**config.mk**
```make
export PLATFORM = sky130hd
export DESIGN_NAME = fpga_irq_source
export DESIGN_NICKNAME = d
export VERILOG_FILES = /design/src/rtl/fpga_irq_source.sv
export SDC_FILE = /design/constraint.sdc
export NUM_CORES = 1
export LEC_CHECK = 0
export CORE_ASPECT_RATIO = 0.7
export CORE_UTILIZATION = 44
export DETAILED_ROUTE_END_ITERATION = 10
export PLACE_DENSITY = 0.73
export SYNTH_ARGS = -nofsm -noshare
export SYNTH_HDL_FRONTEND = slang
export SYNTH_SLANG_ARGS = --single-unit
```
**constraint.sdc**
```tcl
create_clock -name clk_clk -period 2.5 [get_ports clk_clk]
set_input_delay 0.5 -clock clk_clk [delete_from_list [all_inputs] [get_ports clk_clk]]
set_output_delay 0.5 -clock clk_clk [all_outputs]
set_load 0.01 [all_outputs]
```
**src/rtl/fpga_irq_source.sv**
```systemverilog
// HPS interrupt source: synchronizes and debounces active-low keys, captures presses,
// and raises a level irq for unmasked captured presses; Avalon-MM slave for DATA/MASK/EDGE/COUNT.
module fpga_irq_source #(
  parameter int WIDTH           = 4,
  parameter int DEBOUNCE_CYCLES = 50000,
  parameter int CNT_W           = 16
) (
  input  logic             clk_clk,
  input  logic             reset_reset_n,
  input  logic [WIDTH-1:0] key_n,
  input  logic [1:0]       avs_address,
  input  logic             avs_read,
  output logic [31:0]      avs_readdata,
  input  logic             avs_write,
  input  logic [31:0]      avs_writedata,
  input  logic [3:0]       avs_byteenable,
  output logic             irq
);

  localparam logic [CNT_W-1:0] CNT_LAST = CNT_W'(DEBOUNCE_CYCLES - 1);

  logic [WIDTH-1:0] sync_q1, sync_q2;
  logic [WIDTH-1:0] stable, stable_prev;
  logic [WIDTH-1:0] edge_bits, mask_bits;
  logic [WIDTH-1:0] press, clr_bits, edge_next;
  logic [CNT_W-1:0] cnt [WIDTH];
  logic [31:0]      count;
  logic [31:0]      rd_mux;
  logic             wr_mask, wr_edge, wr_count;
  logic             irq_next, irq_rise;

  // Bus bits wider than the key field carry no meaning here.
  logic unused_bus;
  assign unused_bus = ^{avs_writedata[31:WIDTH], avs_byteenable[3:1]};

  // Stage 0: two-flop synchronizer; idle level is released (1).
  always_ff @(posedge clk_clk or negedge reset_reset_n) begin
    if (!reset_reset_n) begin
      sync_q1 <= '1;
      sync_q2 <= '1;
    end else begin
      sync_q1 <= key_n;
      sync_q2 <= sync_q1;
    end
  end

  // Stage 1: per-bit debounce; any return to the accepted level restarts the count.
  for (genvar i = 0; i < WIDTH; i++) begin : g_deb
    always_ff @(posedge clk_clk or negedge reset_reset_n) begin
      if (!reset_reset_n) begin
        stable[i] <= 1'b1;
        cnt[i]    <= '0;
      end else if (sync_q2[i] == stable[i]) begin
        cnt[i] <= '0;
      end else if (cnt[i] == CNT_LAST) begin
        stable[i] <= sync_q2[i];
        cnt[i]    <= '0;
      end else begin
        cnt[i] <= cnt[i] + 1'b1;
      end
    end
  end

  assign wr_mask  = avs_write && (avs_address == 2'd1) && avs_byteenable[0];
  assign wr_edge  = avs_write && (avs_address == 2'd2) && avs_byteenable[0];
  assign wr_count = avs_write && (avs_address == 2'd3);

  // A press in the same cycle as its W1C wins, so OR it in after the clear.
  assign press     = stable_prev & ~stable;
  assign clr_bits  = wr_edge ? avs_writedata[WIDTH-1:0] : '0;
  assign edge_next = (edge_bits & ~clr_bits) | press;
  assign irq_next  = |(edge_bits & mask_bits);
  assign irq_rise  = irq_next & ~irq;

  // Stage 2: press capture, mask, irq and its rise counter.
  always_ff @(posedge clk_clk or negedge reset_reset_n) begin
    if (!reset_reset_n) begin
      stable_prev <= '1;
      edge_bits   <= '0;
      mask_bits   <= '0;
      irq         <= 1'b0;
      count       <= '0;
    end else begin
      stable_prev <= stable;
      edge_bits   <= edge_next;
      irq         <= irq_next;
      if (wr_mask) mask_bits <= avs_writedata[WIDTH-1:0];
      if (wr_count)                      count <= {31'd0, irq_rise};
      else if (irq_rise && count != '1)  count <= count + 32'd1;
    end
  end

  always_comb begin
    rd_mux = '0;
    case (avs_address)
      2'd0:    rd_mux[WIDTH-1:0] = stable;
      2'd1:    rd_mux[WIDTH-1:0] = mask_bits;
      2'd2:    rd_mux[WIDTH-1:0] = edge_bits;
      default: rd_mux            = count;
    endcase
  end

  // Stage 3: read data, latency one, held between reads.
  always_ff @(posedge clk_clk or negedge reset_reset_n) begin
    if (!reset_reset_n) avs_readdata <= '0;
    else if (avs_read)  avs_readdata <= rd_mux;
  end

endmodule

```
# Word level (Yosys, flattened, before mapping)

Cells that the tools add are included.

Muxes and demuxes: 13
$add $sub $neg: 5
Reductions and logical operators: 14
Equality and inequality tests: 12
Bitwise gates (word level): 12

Operator list:

| operator                                                         | count |
|---|---|
| 16-bit two-way mux                                               | 8 |
| 16-bit by 1-bit adder with 16-bit output (second input constant) | 4 |
| 16-bit == test (second input constant)                           | 4 |
| 32-bit two-way mux                                               | 2 |
| 32-bit by 1-bit adder with 32-bit output (second input constant) | 1 |
| 32-bit != test (second input constant)                           | 1 |
| 28-bit two-way mux                                               | 1 |
| 4-bit AND                                                        | 3 |
| 4-bit case mux with 3 select lines                               | 1 |
| 4-bit inverter                                                   | 2 |
| 2-bit AND reduction                                              | 4 |
| 1-bit logical AND                                                | 6 |
| 1-bit inverter                                                   | 5 |
| 1-bit == test                                                    | 4 |
| 2-bit == test (second input constant)                            | 2 |
| 4-bit two-way mux                                                | 1 |
| 4-bit bitwise OR                                                 | 1 |
| 4-bit OR reduction                                               | 1 |
| 3-bit OR reduction                                               | 1 |
| 2-bit by 1-bit == test with 1-bit output (second input constant) | 1 |
| 2-bit logical NOT                                                | 1 |
| 2-bit nonzero test                                               | 1 |
| 1-bit AND                                                        | 1 |

Word-level logic and storage cells: 72
Bits of input ports: 46
Output and inout port bits: 33
Bits in registers: 153

# Longest topological paths before layout

Gate-level depths: netlist of run 1.

Depth after elaboration: 7
Mapped depth: 8
Gate-level depth less buffers: 6

# Worst setup path after synthesis of run 1

Ideal clock, no wire load.

Path type: register -> register
Start point: register count[0]
End point: register count[0]
Data required time: 2,380 ps
Period minus slack after synthesis: 2,172 ps
Path buffers: 2
Setup time: 120 ps
Data arrival time: 2,051 ps
Stages on the path, launching flop included: 9
Slack: 328 ps
Path through: dfrtp_1 -> ha_1 -> and3_1 -> nand4_1 -> o31ai_4 -> clkbuf_1 -> buf_4 -> o22ai_1 -> a31o_2

Word-level cells in the longest chain between the ends: 3
Elaborated cells between the ends (all ways): 6
Classes of those cells: 1 x add/sub; 1 x eq/ne; 2 x mux; 2 x reduce/logical

RTL lines:

| item                                                                       | line | source |
|---|---|---|
| start, declared                                                            | 27   | `logic [31:0] count;` |
| start signal, assigned                                                     | 88   | `if (wr_count) count <= {31'd0, irq_rise};` |
| start signal, assigned                                                     | 89   | `else if (irq_rise && count != '1) count <= count + 32'd1;` |
| 32-bit by 1-bit adder with 32-bit output or 32-bit != test (tied branches) | 89   |  |
| 32-bit two-way mux or 1-bit logical AND (tied branches)                    | 89   |  |
| 32-bit two-way mux or 2-bit nonzero test (tied branches)                   | -    |  |

Parallel ways exist; a longest one is shown, timed or not. The select of a mux whose other input is x is not followed.
A chain may end at the register's enable or synchronous reset.

# Worst setup path in the final report of run 1

Start point: register count[1]
End point: register count[13]

Same word-level chain as after synthesis.

==> results of run 1 <==
## cell type report
cell class	count	area, µm²
clock buffer	20	447
clock inverter	12	165
fill	1372	7100
inverter	42	158
multi-input combinational	482	2910
sequential	153	3850
tap	200	250
timing repair buffer	68	667
## worst max-delay path, cell delays in order (launching register included)
cell     delay [ps]
dfrtp_1         420
ha_1            230
and3_1          200
nand4_1         240
buf_4           190
o31ai_4          80
buf_12          180
or4_1           500
a21oi_1         150
## state kept, by name, summed over array words and instances (netlist names)
register      count
stable            4
sync_q1           4
edge_bits         4
avs_readdata     32
irq               1
count            32
mask_bits         4
stable_prev       4
cnt              64
sync_q2           4
## kinds of logic (layout without fill, tap and decap cells)
logic type               count (synthesis)  in the layout  synth area share
AND/OR/NAND/NOR                        299            299             0.210
flip-flops                             153            153             0.548
AO/OA/AOI/OAI                           97             97            0.0828
buffers and inverters                   69            142            0.0376
XOR/XNOR                                65             65            0.0810
multiplexers                            16             16            0.0321
adder cells (fa/ha/maj)                  5              5           0.00890
## stage by stage
step	hold slack, ps	total power [mW]	instances	area (µm²)
6_report	52.0	5.88	977	8450
5_1_grt	93.5	6.11	977	8450
4_1_cts	71.3	5.93	977	8450
3_5_place_dp	347	3.24	945	7840
3_3_place_gp	346	3.22	945	7840
2_1_floorplan	204	2.97	704	7030
## worst paths after layout
kind	endpoint	cells past startpoint	startpoint
setup reg to reg	count[13]	8	count[1]
setup / recovery	count[13]	8	count[1]
hold reg to reg	sync_q2[1]	0	sync_q1[1]
max in group asynchronous	sync_q1[2]	2	reset_reset_n
hold / removal	cnt[61]	1	reset_reset_n
min in group clk_clk	sync_q2[1]	0	sync_q1[1]
## routing by layer
metal	track usage	vias to the layer above	wire [µm]
met5	0	-	0
met4	0.0664	0	189
met3	0.0358	22	594
met2	0.286	103	6250
met1	0.293	2492	7580
li1	-	2538	-
## cell usage in the layout, fill, tap and decap left out, types with 3 or more instances in the layout
master,instances
dfrtp_1,137
nor2_1,87
nand2_1,71
o21ai_0,49
clkdlybuf4s50_1,46
inv_1,42
xnor2_1,39
nand3_1,36
xor2_1,26
and3_1,26
a21oi_1,22
buf_4,18
nand4_1,17
clkbuf_16,17
nor3_1,16
dfstp_2,16
or3_1,15
mux2_2,12
or4_1,8
and4_1,7
o31ai_1,7
ha_1,5
mux4_2,4
nor4b_1,4
and2_1,3
clkinv_4,3
bufinv_16,3
inv_6,3
clkinvlp_4,3
buf_12,3
## power breakdown
part	total, mW	switching [mW]	internal (mW)	leakage, nW
registers	2.68	0.0982	2.58	2.05
clock network	2.67	1.06	1.61	0.288
logic	0.524	0.293	0.231	1.17
==> qor.yml, run 1 <==
run_status:
  status: "finished clean"
floorplan:
  die-width_um: 153
  initial_core_util: 0.452
  rows: 38
  coreArea_um2: 15500
  io_pins: 79
  die-area_um2: 16500
  die-height_um: 108
min_path:
  hold_path.class: "primary input to asynchronous set/reset pin"
detailed_routing:
  vias: 5155
  drc: 0
  drt-initial-drc-count: 288
  post_drt_wl_per_cell_um: 15.0
  antenna_left: 0
  vias_per_cell: 5.28
  dr.pass1.iters: 4
  routed_wirelength_mm: 14.6
timing:
  fin_tns_setup_ps: 0
  worstMarginPinSlew_ps: 635
  setup_ws_ps: 218
  relSlewSlack: 0.573
  finalClockSkew_ps: 11.0
  rsz0062_at_grt: "false"
  setup_viol: 0
  min_period_ps: 2280
  timing.final.crit_share: 0.913
  hold_viol: 0
  maxSlewViolCount: 0
  fmax_ghz: 0.438
placed_design:
  preCtsSetupSlack_ps: 289
  routabilityCongestion: 0.823
  hpwlAfterDp_mm: 9.92
  io_buffer_count: 47
synth:
  yosys-top-cells-area: "dfrtp_1, dfstp_2, xnor2_1"
  synthFlopType: "dfrtp_1"
  ys_seq_elements: 153
  syn_area_um2: 7030
  synthMostInstantiatedCell: "dfrtp_1"
  synth.distinct_cells: 47
  syn_avg_cell_area_um2: 9.98
  postSynthCellCount: 704
  synth_nets: 755
  async_reset_ff_frac: 1.00
  synth-edff-count: 0
  yosysSeqAreaShare: 0.548
  synth_top_area_cell: "dfrtp_1"
  synth_top_area_frac: 0.488
  synth_common_cells: "dfrtp_1, nor2_1, nand2_1"
  synth_warnings: 0
flow_run:
  max_cap_violations: 0
pwr:
  p_leak_nw: 3.51
  power_density_nw_per_um2: 695
  ir_worst_vdd_uv: 409
global_route:
  grt_usage: 0.196
  grt_max_degree: 60
  grt_pass1_vias: 4998
  grt_pass1_wl_mm: 25.5
  grt_overflow_total: 0
  antenna_found_initial: 0
final_layout:
  insertedDiodeCount: 0
  drive_gt1_frac: 0.120
  utilization: 0.543
  nets: 815
  synthToLayoutAreaGrowth_pct: 20.2
clocking:
  cts_max_path_buffers: 2
  htree_levels: 4
  cts-resized-gates: 0
  insertion_delay_ps: 430
  postCtsSetupBuffers: 0
  cts_num_sinks: 153
  cts_tree: "done"
  cts.clk_slew.worst_paths_ps: 60
  cts_root_buf: "clkbuf_16"
  numCtsBuffers: 17
  cts_hold_buf: 0
setup_path:
  setup.worst_path.start_class: "flop"
  cp_max_fo: 42
  critPathKind: "flop to flop"
  cp_data_arrival_time_ps: 2630
  cp-end-kind: "flop"
  rrSetupSlack_ps: 220
  crit_required_ps: 2850
Note: power is estimated with default switching activity, not from simulation.
==> run 2, diff against run 1 <==
--- a/config.mk
+++ b/config.mk
@@ -7,6 +7,7 @@
 export LEC_CHECK = 0
 export CORE_ASPECT_RATIO = 0.7
 export CORE_UTILIZATION = 44
+export CTS_BUF_LIST = sky130_fd_sc_hd__clkbuf_4
 export DETAILED_ROUTE_END_ITERATION = 10
 export PLACE_DENSITY = 0.73
 export SYNTH_ARGS = -nofsm -noshare
==> constraint.sdc (replaced) <==
create_clock -name clk_clk -period 2.1 [get_ports clk_clk]
set_input_delay 0.42 -clock clk_clk [delete_from_list [all_inputs] [get_ports clk_clk]]
set_output_delay 0.42 -clock clk_clk [all_outputs]
set_load 0.01 [all_outputs]
==> qor.yml, run 2 (synthesis results as in run 1) <==
pwr:
  total_power_mw: 5.73  # -2.5%
  power_density_nw_per_um2: 668  # -4.0%
  ir_worst_vdd_uv: 363  # -11%
  p_leak_nw: 3.63  # +3.4%
run_status:
  status: "complete, but fails checks"
  violations: "negative setup slack"
floorplan:
  initial_core_util: 0.452  # unchanged
  die-height_um: 108  # unchanged
  coreArea_um2: 15500  # unchanged
  rows: 38  # unchanged
  io_pins: 79  # unchanged
  die-width_um: 153  # unchanged
  die-area_um2: 16500  # unchanged
global_route:
  grt_overflow_total: 0  # unchanged
  grt_pass1_vias: 5101  # +2.1%
  use_met2: 0.284  # -0.00130
  grt-busiest-layer: "met1"
  antenna_found_initial: 0  # unchanged
  gr-usage-met3: 0.0354  # -0.000403
  grt_pass1_wl_mm: 25.1  # -1.4%
  met1_usage: 0.286  # -0.00646
  grt_usage: 0.194  # -0.00283
  grt_max_degree: 51  # -15%
setup_path:
  cp_max_fo: 33  # -21%
  cp-end-kind: "flop"
  setup.worst_path.start_class: "flop"
  path_cells: "ha_2 -> and3_4 -> nand4_1 -> buf_4 -> o31ai_4 -> buf_12 -> or4_1 -> a21oi_2"
  critPathMaxStageDelay_ps: 530  # +30 ps
  worst-path-buf-inv: 2  # unchanged
  crit_required_ps: 2590  # -260 ps
  cp_slowest_cell: "or4_1"
  cp_data_arrival_time_ps: 2620  # about the same
  critPathTopFamily: "simple AND/OR/NAND/NOR gates"
  critPathKind: "flop to flop"
placed_design:
  io_buffer_count: 47  # unchanged
  routabilityCongestion: 0.809  # -1.7%
  hpwlAfterDp_mm: 10.4  # +4.6%
timing:
  rsz0062_at_grt: "true"
  timing.final.crit_share: 1.01  # +0.101
  setup_ws_ps: -29.0  # -247 ps
  worstMarginPinSlew_ps: 501  # -133 ps
  relSlewSlack: 0.657  # +0.0847
  min_period_ps: 2130  # -153 ps
  fin_tns_setup_ps: -53.9  # -53.9 ps
  hold_viol: 0  # unchanged
  finalClockSkew_ps: 25.1  # +14.1 ps
  fmax_ghz: 0.470  # +7.2%
  maxSlewViolCount: 0  # unchanged
  setup_viol: 2  # +2
final_layout:
  regMostFlops: "cnt"
  insertedDiodeCount: 0  # unchanged
  nets: 864  # +6.0%
  drive_gt1_frac: 0.188  # +0.0680
  reg_top3: "cnt: 64 flops, avs_readdata: 32 flops, count: 32 flops"
  synthToLayoutAreaGrowth_pct: 22.2
  layout_commonest_cell: "dfrtp_1"
  utilization: 0.552  # +0.00869
  largest_reg_flops: 64  # unchanged
  most-common-layout-cells: "dfrtp_1, nor2_1, nand2_1"
clocking:
  cts_max_path_buffers: 2  # unchanged
  cts_num_sinks: 153  # unchanged
  insertion_delay_ps: 540  # +110 ps
  cts.clk_slew.worst_paths_ps: 150  # +90 ps
  cts_root_buf: "clkbuf_4"
  cts_tree: "done"
  numCtsBuffers: 17  # unchanged
  htree_levels: 4  # unchanged
flow_run:
  max_cap_violations: 0  # unchanged
detailed_routing:
  antenna_left: 0  # unchanged
  dr.pass1.iters: 7  # +3
  post_drt_wl_per_cell_um: 14.5  # -3.4%
  routed_wirelength_mm: 14.8  # +1.5%
  drt-initial-drc-count: 319  # +11%
  vias: 5318  # +3.2%
  drc: 0  # unchanged
  vias_per_cell: 5.18  # -1.8%
min_path:
  hold_path.class: "primary input to flop"
==> run 2: routing by layer <==
| metal | routed length [µm] | share of wire |
|---|---|---|
| met1 | 7870 | 0.53 |
| met3 | 456 | 0.031 |
| met2 | 6360 | 0.43 |
| met5 | 0 | 0 |
| met4 | 141 | 0.0095 |
==> run 2: what timing repair did <==
action	in CTS	in global routing
resized for setup	4	20
hold endpoints to repair	43	0
setup buffers	5	3
endpoints found under the setup margin	4	28
hold buffers	1	0
pin swaps	6	8
==> run 2: cell type report <==
cell class	instances	area [µm²]
Tap cell	200	250
Inverter	42	158
Sequential cell	153	3850
Clock buffer	18	135
Multi-Input combinational cell	482	2970
Timing Repair Buffer	117	1070
Clock inverter	14	149
Fill cell	1379	6960
==> run 2: path summary, 6_finish.rpt <==
check	from	endpoint	slack, ps	cells after the start
worst max-delay path	count[0]	count[13]	-30	8
worst min-delay path	key_n[1]	sync_q1[1]	290	1
worst max register to register	count[0]	count[13]	-30	8
worst min register to register	sync_q1[0]	sync_q2[0]	360	0
max in group asynchronous	reset_reset_n	sync_q1[1]	990	3
min in group asynchronous	reset_reset_n	cnt[50]	370	2
==> run 2: power by group <==
group	internal [mW]	total (mW)	leakage [nW]	switching (mW)
logic	0.348	0.729	1.43	0.381
registers	3.07	3.17	2.05	0.0997
clock network	0.727	1.83	0.147	1.10
total	4.14	5.73	3.63	1.58
==> run 2: metrics by stage <==
step	area [µm²]	hold WS [ps]	setup slack, ps	cells
after detailed placement	8160	348	-68.6	985
after global placement	8160	347	-18.7	985
after global routing	8580	223	-111	1026
after CTS	8520	242	-8.94	1023
final	8580	288	-29.0	1026
after floorplan	7030	124	3.16	704
==> run 3, diff against run 2 <==
--- a/config.mk
+++ b/config.mk
@@ -5,11 +5,14 @@
 export SDC_FILE = /design/constraint.sdc
 export NUM_CORES = 1
 export LEC_CHECK = 0
+export CELL_PAD_IN_SITES_DETAIL_PLACEMENT = 0
+export CELL_PAD_IN_SITES_GLOBAL_PLACEMENT = 1
 export CORE_ASPECT_RATIO = 0.7
 export CORE_UTILIZATION = 44
 export CTS_BUF_LIST = sky130_fd_sc_hd__clkbuf_4
+export CTS_CLUSTER_SIZE = 40
 export DETAILED_ROUTE_END_ITERATION = 10
-export PLACE_DENSITY = 0.73
+export PLACE_DENSITY = 0.88
 export SYNTH_ARGS = -nofsm -noshare
 export SYNTH_HDL_FRONTEND = slang
 export SYNTH_SLANG_ARGS = --single-unit
==> qor.yml, run 3 (synthesis results as in run 1) <==
clocking:
  cts_num_sinks: 153  # unchanged
  cts_root_buf: "clkbuf_4"
  cts_max_path_buffers: 2  # unchanged
  numCtsBuffers: 17  # unchanged
  cts_tree: "done"
  htree_levels: 4  # unchanged
  cts.clk_slew.worst_paths_ps: 120  # -30 ps
  insertion_delay_ps: 530  # about the same
floorplan:
  initial_core_util: 0.452  # unchanged
  die-area_um2: 16500  # unchanged
  rows: 38  # unchanged
  die-width_um: 153  # unchanged
  die-height_um: 108  # unchanged
  io_pins: 79  # unchanged
  coreArea_um2: 15500  # unchanged
setup_path:
  critical_path.endpoint: "count[24]"
  cp_max_fo: 4  # -88%
  critPathKind: "flop to flop"
  r2r-start: "count[22]"
  r2r_cells: 5  # -3
  r2r-end: "count[24]"
  rrSetupSlack_ps: -30  # about the same
  cp_data_arrival_time_ps: 2600  # -20 ps
  timing.critical_path.from: "count[22]"
  cp-end-kind: "flop"
  setup.worst_path.start_class: "flop"
  crit_required_ps: 2570  # -20 ps
min_path:
  hold_path.class: "primary input to flop"
detailed_routing:
  drc: 0  # unchanged
  vias_per_cell: 5.38  # +3.7%
  antenna_left: 0  # unchanged
  routed_wirelength_mm: 15.1  # +1.7%
  post_drt_wl_per_cell_um: 14.8  # +2.5%
  dr.pass1.iters: 6  # -1
  vias: 5474  # +2.9%
  drt-initial-drc-count: 408  # +28%
timing:
  worstMarginPinSlew_ps: 529  # +27.8 ps
  setup_ws_ps: -25.2  # +3.81 ps
  relSlewSlack: 0.638  # -0.0190
  min_period_ps: 2130  # -3.81 ps
  rsz0062_at_grt: "true"
  finalClockSkew_ps: 14.2  # -10.9 ps
  hold_viol: 0  # unchanged
  fin_tns_setup_ps: -25.2  # +28.7 ps
  timing.final.crit_share: 1.01  # -0.00181
  fin_hold_ws_ps: 284  # -4.06 ps
  setup_viol: 1  # -1
  fmax_ghz: 0.471  # +0.18%
  maxSlewViolCount: 0  # unchanged
final_layout:
  most-common-layout-cells: "dfrtp_1, nor2_1, nand2_1"
  reg_top3: "cnt: 64 flops, avs_readdata: 32 flops, count: 32 flops"
  insertedDiodeCount: 0  # unchanged
  drive_gt1_frac: 0.171  # -0.0165
  largest_reg_flops: 64  # unchanged
  synthToLayoutAreaGrowth_pct: 21.3
  nets: 857  # -0.81%
  fillCellCount: 1337  # -3.0%
  layout_commonest_cell: "dfrtp_1"
  instances_no_fill: 1018  # -0.78%
  finalInstanceArea_um2: 8520  # -0.73%
  regMostFlops: "cnt"
placed_design:
  routabilityCongestion: 0.838  # +3.7%
  placed_cells: 980  # -0.51%
  io_buffer_count: 47  # unchanged
  hpwlAfterDp_mm: 10.8  # +4.0%
  post_dp_cell_area_um2: 8110  # -0.61%
flow_run:
  max_cap_violations: 0  # unchanged
global_route:
  grt_max_degree: 51  # unchanged
  grt_usage: 0.199  # +0.00544
  grt_pass1_wl_mm: 25.6  # +1.9%
  antenna_found_initial: 0  # unchanged
  grt_pass1_vias: 5301  # +3.9%
  grt_overflow_total: 0  # unchanged
pwr:
  total_power_mw: 5.88  # +2.6%
  p_leak_nw: 3.63  # about the same
  power_density_nw_per_um2: 690  # +3.3%
  ir_worst_vdd_uv: 392  # +8.1%
run_status:
  violations: "negative setup slack"
  status: "complete, but fails checks"
-- run 3: worst min path at each step --
stage,from,cells after the start,end
after floorplan,reset_reset_n,0,avs_readdata[0]
after global placement,sync_q1[1],0,sync_q2[1]
after detailed placement,sync_q1[1],0,sync_q2[1]
after CTS,key_n[3],1,sync_q1[3]
after global routing,key_n[0],1,sync_q1[0]
final,key_n[3],1,sync_q1[3]
-- run 3: area by class of cell --
type | count | area [µm²] | area share
inverter | 42 | 158 | 0.0185
clock buffer | 21 | 158 | 0.0185
timing repair buffer | 110 | 1000 | 0.118
sequential | 153 | 3850 | 0.452
tap | 200 | 250 | 0.0294
multi-input combinational | 482 | 2950 | 0.346
clock inverter | 10 | 151 | 0.0178
-- run 3: stage by stage --
stage / worst slack [ps] / util
5_1_grt: -84.5 / 0.548
3_3_place_gp: 40.2 / 0.522
4_1_cts: -2.92 / 0.542
3_5_place_dp: 25.1 / 0.522
6_report: -25.2 / 0.548
2_1_floorplan: 3.16 / -
-- run 3: power breakdown --
part,internal (mW),switching (mW)
logic,0.357,0.388
clock network,0.981,0.984
registers,3.07,0.0989
total,4.41,1.47
-- run 3: metal layers --
| metal | vias up | GRT usage | routed length (µm) |
|---|---|---|---|
| met5 | - | 0 | 0 |
| met4 | 0 | 0.0534 | 175 |
| met3 | 14 | 0.0527 | 634 |
| met2 | 120 | 0.313 | 7000 |
| met1 | 2714 | 0.272 | 7280 |
| li1 | 2626 | - | - |
-- run 3: timing repair --
action / in CTS / in global routing
endpoints found under the hold margin: 41 / 0
setup endpoints to repair: 1 / 19
buffers inserted: 0 / 6
resized for setup: 0 / 9
hold buffers: 1 / 0
pin swaps: 0 / 4
-- run 3: critical path, cell delays in order, from the launching register on --
cell and delay, ps:
dfrtp_1 390, inv_1 60, or4_4 590, or3_4 400
or4_4 490, a21oi_2 140
